===== config.mk =====
export PLATFORM = sky130hd
export DESIGN_NAME = reg_file_sb
export DESIGN_NICKNAME = d
export VERILOG_FILES = /design/src/rtl/regfile_pkg.sv /design/src/rtl/reg_scoreboard.sv /design/src/rtl/reg_file_sb.sv
export SDC_FILE = /design/constraint.sdc
export NUM_CORES = 1
export LEC_CHECK = 0
export CORE_ASPECT_RATIO = 0.7
export CORE_MARGIN = 2
export CORE_UTILIZATION = 58
export CTS_CLUSTER_DIAMETER = 50
export DETAILED_ROUTE_END_ITERATION = 8
export DONT_BUFFER_PORTS = 1
export PLACE_DENSITY = 0.76
export SETUP_SLACK_MARGIN = 0.4
export SLEW_MARGIN = 20
export SYNTH_ARGS = -nofsm -noshare
export SYNTH_HDL_FRONTEND = slang
export SYNTH_SLANG_ARGS = --single-unit

===== constraint.sdc =====
create_clock -name clk -period 4.7 [get_ports clk]
set_input_delay 0.94 -clock clk [delete_from_list [all_inputs] [get_ports clk]]
set_output_delay 0.94 -clock clk [all_outputs]
set_load 0.01 [all_outputs]

===== src/rtl/regfile_pkg.sv =====
// regfile_pkg
//   Shared constants and types for the reg_file_sb register file.
//   Contents:
//     DEFAULT_DATA_W - default register width in bits
//     DEFAULT_ADDR_W - default address width (depth = 2**ADDR_W)
//     DEFAULT_NREGS  - default depth
//     busy_vec_t     - one busy bit per register at the default depth
package regfile_pkg;

  localparam int DEFAULT_DATA_W = 16;
  localparam int DEFAULT_ADDR_W = 3;
  localparam int DEFAULT_NREGS  = 1 << DEFAULT_ADDR_W;

  typedef logic [DEFAULT_NREGS-1:0] busy_vec_t;

endpackage


===== src/rtl/reg_scoreboard.sv =====
// reg_scoreboard
//   Per-register busy bits for in-flight destinations, the issue handshake
//   and a registered count of busy registers.
//   Ports:
//     clk, reset   - clock; asynchronous active-high reset clears all busy bits
//     write        - writeback this cycle, clears busy[writeAdd]
//     writeAdd     - writeback address
//     issue        - request to mark issueAdd busy
//     issueAdd     - destination being issued
//     busy         - full busy vector (stored state)
//     issueReady   - issue is accepted this cycle
//     busyCount    - registered population count of busy
//
//   Handshake: issue/issueReady follow valid/ready rules. A transfer happens
//   on a rising edge where issue and issueReady are both 1. While issueReady
//   is 0 the requester keeps issue and issueAdd stable; issueReady never
//   depends on issue itself.
module reg_scoreboard
  import regfile_pkg::*;
#(
  parameter  int ADDR_W = DEFAULT_ADDR_W,
  localparam int NREGS  = 1 << ADDR_W
) (
  input  logic              clk,
  input  logic              reset,
  input  logic              write,
  input  logic [ADDR_W-1:0] writeAdd,
  input  logic              issue,
  input  logic [ADDR_W-1:0] issueAdd,
  output logic [NREGS-1:0]  busy,
  output logic              issueReady,
  output logic [ADDR_W:0]   busyCount
);

  logic [NREGS-1:0] r_busy;
  logic [NREGS-1:0] w_busy_next;
  logic [ADDR_W:0]  r_count;
  logic [ADDR_W:0]  w_count_next;
  logic             w_wb_hit;

  // A pending destination may be re-issued only when its writeback lands on
  // the same edge; otherwise the issue would be a WAW on a live result.
  always_comb begin
    w_wb_hit   = write && (writeAdd == issueAdd);
    issueReady = ~reset & ~(r_busy[issueAdd] & ~w_wb_hit);
  end

  // Clear first, then set: an accepted issue to the address being written
  // back leaves the register busy.
  always_comb begin
    w_busy_next = r_busy;
    if (write) begin
      w_busy_next[writeAdd] = 1'b0;
    end
    if (issue && issueReady) begin
      w_busy_next[issueAdd] = 1'b1;
    end
  end

  always_comb begin
    w_count_next = '0;
    for (int i = 0; i < NREGS; i++) begin
      w_count_next = w_count_next + {{ADDR_W{1'b0}}, w_busy_next[i]};
    end
  end

  always_ff @(posedge clk or posedge reset) begin
    if (reset) begin
      r_busy  <= '0;
      r_count <= '0;
    end else begin
      r_busy  <= w_busy_next;
      r_count <= w_count_next;
    end
  end

  assign busy      = r_busy;
  assign busyCount = r_count;

endmodule


===== src/rtl/reg_file_sb.sv =====
// reg_file_sb
//   Parametrised register file with two combinational read ports, one
//   synchronous write port and a busy scoreboard for hazard detection.
//   Ports:
//     clk, reset           - clock; asynchronous active-high reset clears
//                            all registers and busy bits
//     readAdd1/2           - read addresses
//     out1/2               - read data
//     busy1/2              - busy bit of the addressed register
//     write, writeAdd, in  - writeback port (clears busy[writeAdd])
//     issue, issueAdd      - issue request (marks issueAdd busy)
//     issueReady           - issue accepted this cycle
//     busyCount            - number of busy registers
//   Build option:
//     REGFILE_BYPASS_EN    - when defined, a read of the address being
//                            written shows the write data and busy = 0 in the
//                            same cycle; otherwise reads show stored state.
module reg_file_sb
  import regfile_pkg::*;
#(
  parameter  int DATA_W = DEFAULT_DATA_W,
  parameter  int ADDR_W = DEFAULT_ADDR_W,
  localparam int NREGS  = 1 << ADDR_W
) (
  input  logic              clk,
  input  logic              reset,
  input  logic [ADDR_W-1:0] readAdd1,
  input  logic [ADDR_W-1:0] readAdd2,
  output logic [DATA_W-1:0] out1,
  output logic [DATA_W-1:0] out2,
  output logic              busy1,
  output logic              busy2,
  input  logic              write,
  input  logic [ADDR_W-1:0] writeAdd,
  input  logic [DATA_W-1:0] in,
  input  logic              issue,
  input  logic [ADDR_W-1:0] issueAdd,
  output logic              issueReady,
  output logic [ADDR_W:0]   busyCount
);

  logic [DATA_W-1:0] r_mem [NREGS];
  logic [NREGS-1:0]  w_busy;

  always_ff @(posedge clk or posedge reset) begin
    if (reset) begin
      for (int i = 0; i < NREGS; i++) begin
        r_mem[i] <= '0;
      end
    end else if (write) begin
      r_mem[writeAdd] <= in;
    end
  end

  reg_scoreboard #(
    .ADDR_W (ADDR_W)
  ) u_scoreboard (
    .clk        (clk),
    .reset      (reset),
    .write      (write),
    .writeAdd   (writeAdd),
    .issue      (issue),
    .issueAdd   (issueAdd),
    .busy       (w_busy),
    .issueReady (issueReady),
    .busyCount  (busyCount)
  );

  always_comb begin
    out1  = r_mem[readAdd1];
    out2  = r_mem[readAdd2];
    busy1 = w_busy[readAdd1];
    busy2 = w_busy[readAdd2];
`ifdef REGFILE_BYPASS_EN
    // Forward the writeback; the reader sees the value that is about to
    // land, so the register is already not busy from its point of view.
    if (!reset && write && (writeAdd == readAdd1)) begin
      out1  = in;
      busy1 = 1'b0;
    end
    if (!reset && write && (writeAdd == readAdd2)) begin
      out2  = in;
      busy2 = 1'b0;
    end
`endif
  end

endmodule


==> results.ini <==
[place]
place_inst = 618
portBuffers = 0
place_hpwl_um = 10100
routabilityCongestion = 0.848
placed_area_um2 = 7730

[routing]
via_count = 4290
finalWirelength_um = 16700
wl_per_cell_um = 25.7
drt_iter0_drc = 246
drt_pre_antenna_iters = 4
drc = 0
detail-route-antenna-nets = 0
viasPerCell = 6.60

[logic_synthesis]
synth_xor_area_share_pct = 0.456
synth_area_leaders = dfrtp_1, mux2_2, mux4_2, buf_6, fa_1
syn_area_per_cell_um2 = 16.2
yosys.area_share.simple_pct = 3.26
ys_seq_elements = 140
syn_area_um2 = 7670
ys.flop_type = dfrtp_1
synth_top_area_share_pct = 45.6
synth_top_family_by_area = multiplexers
synthMuxAreaShare_pct = 44.3
synthTopCellsByCount = mux2_2, dfrtp_1, mux4_2, nand2_1
async_flop_share_pct = 100
synth_compound_area_share_pct = 1.03
syn-instance-count = 475
yosysMostFrequentCell = mux2_2
yosysTopAreaCell = dfrtp_1
synth_edf_count = 0
synthAdderAreaFrac_pct = 1.53
syn-num-nets = 514
ys_warn_count = 0
yosysSeqAreaShare_pct = 45.6
synth_cell_types = 30

[hold_path]
worstHoldPathCells = 1
hold_class = reg -> reg

[sta]
relSlewSlack_pct = 39.1
rsz0062_at_grt = no
max_freq_mhz = 269
final-hold-violation-count = 0
fin_crit_sh_pct = 79.1
hold_slack_ps = 523
maxSlewViolCount = 0
clock_skew_ps = 7.43
fin_crit_ps = 3720
worstMarginPinSlew_ps = 913
setup_viol = 0

[critical_path]
crit_type = in -> reg
crit_fanout = 7
r2r_cells = 13
cp-end-kind = flip-flop
cpMaxStageDelayCell = fa_1
critical_path.max_stage_delay_ps = 490
path_cells = nor2b_1 -> a22oi_1 -> a31oi_1 -> o22ai_2 -> ha_1 -> fa_1 -> inv_1 -> fa_1 -> inv_1 -> fa_2 -> inv_2 -> fa_1 -> inv_1
crit_family = adder cells
setup.worst_path.start_class = input port
crit_required_ps = 5050
cp.buffers_inverters = 4
cp_num_cells = 13
cp_data_arrival_time_ps = 4070

[floorplanning]
die_h_um = 100
start_util_pct = 58.8
io_pins = 71
num_rows = 35
fp.dieW_um = 141
core-area_um2 = 13100
die-area_um2 = 14200

[final_layout]
stdcell_count = 650
area_delta_synth_final_pct = 9.29
register_area_um2 = 3500
fillers = 927
multi_input_area_um2 = 3890
nets = 510
drive_above_1_share_pct = 59.3
final_area_um2 = 8390
antenna_cells = 0

[run]
drv_cap = 0

[cts]
cts_tree = built
cts_resized = 0
cts_setup_buffers = 0
clk_latency_ps = 410
cts.sinks = 140
clockRootBuffer = clkbuf_16
clk_pin_slew_ps = 60
numCtsBuffers = 17
cts_buffer_depth = 2
h-tree-depth = 4
hold_buffers = 0

[global_routing]
grt_max_degree = 75
grt_antenna_before_repair = 0
overflow = 0
grt_first_pass_wirelength_um = 27100
gr-usage-all-layers_pct = 25.8
grt_pass1_vias = 4751

[power_and_ir_drop]
powerDensity_nw_per_um2 = 482
leakage_nw = 3.43
ir_worst_vdd_v = 0.000300

[run_status]
status = finished clean

sequential cells by signal (all words and copies together), names as in the netlist:
signal / flops
r_mem: 128
u_scoreboard.busy: 8
u_scoreboard.busyCount: 4
area by class of cell:
class	count	area share, %
clock inverter	5	1.49
multi-input combinational	290	46.4
sequential	140	41.8
timing repair buffer	11	0.984
inverter	11	0.537
tap	166	2.48
clock buffer	27	6.35
power breakdown:
part	total (mW)	internal (mW)	leakage (nW)	switching [mW]
logic	0.900	0.567	1.41	0.334
clock network	1.46	0.988	0.324	0.467
registers	1.68	1.48	1.69	0.201
cell families (layout without fill, tap and decap cells):
group                    after synthesis  after routing
AO/OA/AOI/OAI                         13             13
XOR/XNOR                               4              4
adder cells (fa/ha/maj)                7              7
buffers and inverters                 45             54
flip-flops                           140            140
multiplexers                         234            234
AND/OR/NAND/NOR                       32             32
worst reg2reg max path: cells and delay by family, from the launching register on:
kind                     cells  cell delay, ps
AO/OA/AOI/OAI                3             580
adder cells (fa/ha/maj)      5            1990
buffers and inverters        4             240
flip-flops                   1             420
multiplexers                 1             280
per-layer routing:
metal | GRT usage (%) | vias to the layer above | wire, µm
met5 | 0 | - | 0
met4 | 6.00 | 0 | 112
met3 | 6.58 | 13 | 1020
met2 | 42.2 | 133 | 8370
met1 | 35.6 | 2312 | 7180
li1 | - | 1832 | -
through the flow:
| step | setup TNS [ps] | utilization (%) | setup slack [ps] | power [mW] |
|---|---|---|---|---|
| floorplan | -4540 | - | -1280 | 2.45 |
| global placement | 0 | 59.2 | 712 | 2.53 |
| detailed placement | 0 | 59.2 | 597 | 2.60 |
| CTS | 0 | 64.3 | 1030 | 4.07 |
| global route | 0 | 64.3 | 793 | 4.24 |
| finish | 0 | 64.3 | 981 | 4.04 |
path summary, 6_finish.rpt:
kind / from / to / slack [ps]
max reg2reg: u_scoreboard.busy[5] / u_scoreboard.busyCount[1] / 1130
min: r_mem[2] / r_mem[2] / 520
max in group asynchronous: reset / r_mem[72] / 2580
min reg2reg: r_mem[2] / r_mem[2] / 520
min in group asynchronous: reset / u_scoreboard.busy[6] / 710
max: issueAdd[2] / u_scoreboard.busyCount[1] / 980
placed cells by master, fill, tap and decap left out, drive strengths merged, types with 3 or more instances in the layout:
master | Yosys | final
mux2 | 166 | 166
dfrtp | 140 | 140
mux4 | 68 | 68
clkbuf | 8 | 27
nand2 | 12 | 12
buf | 26 | 11
inv | 11 | 10
xnor2 | 4 | 4
o21ai | 4 | 4
bufinv | 0 | 4
o22ai | 4 | 4
fa | 4 | 4
nand4b | 3 | 3
nand3 | 3 | 3
nor2b | 3 | 3
ha | 3 | 3
nor3b | 3 | 3
(Power assumes the default switching activity.)
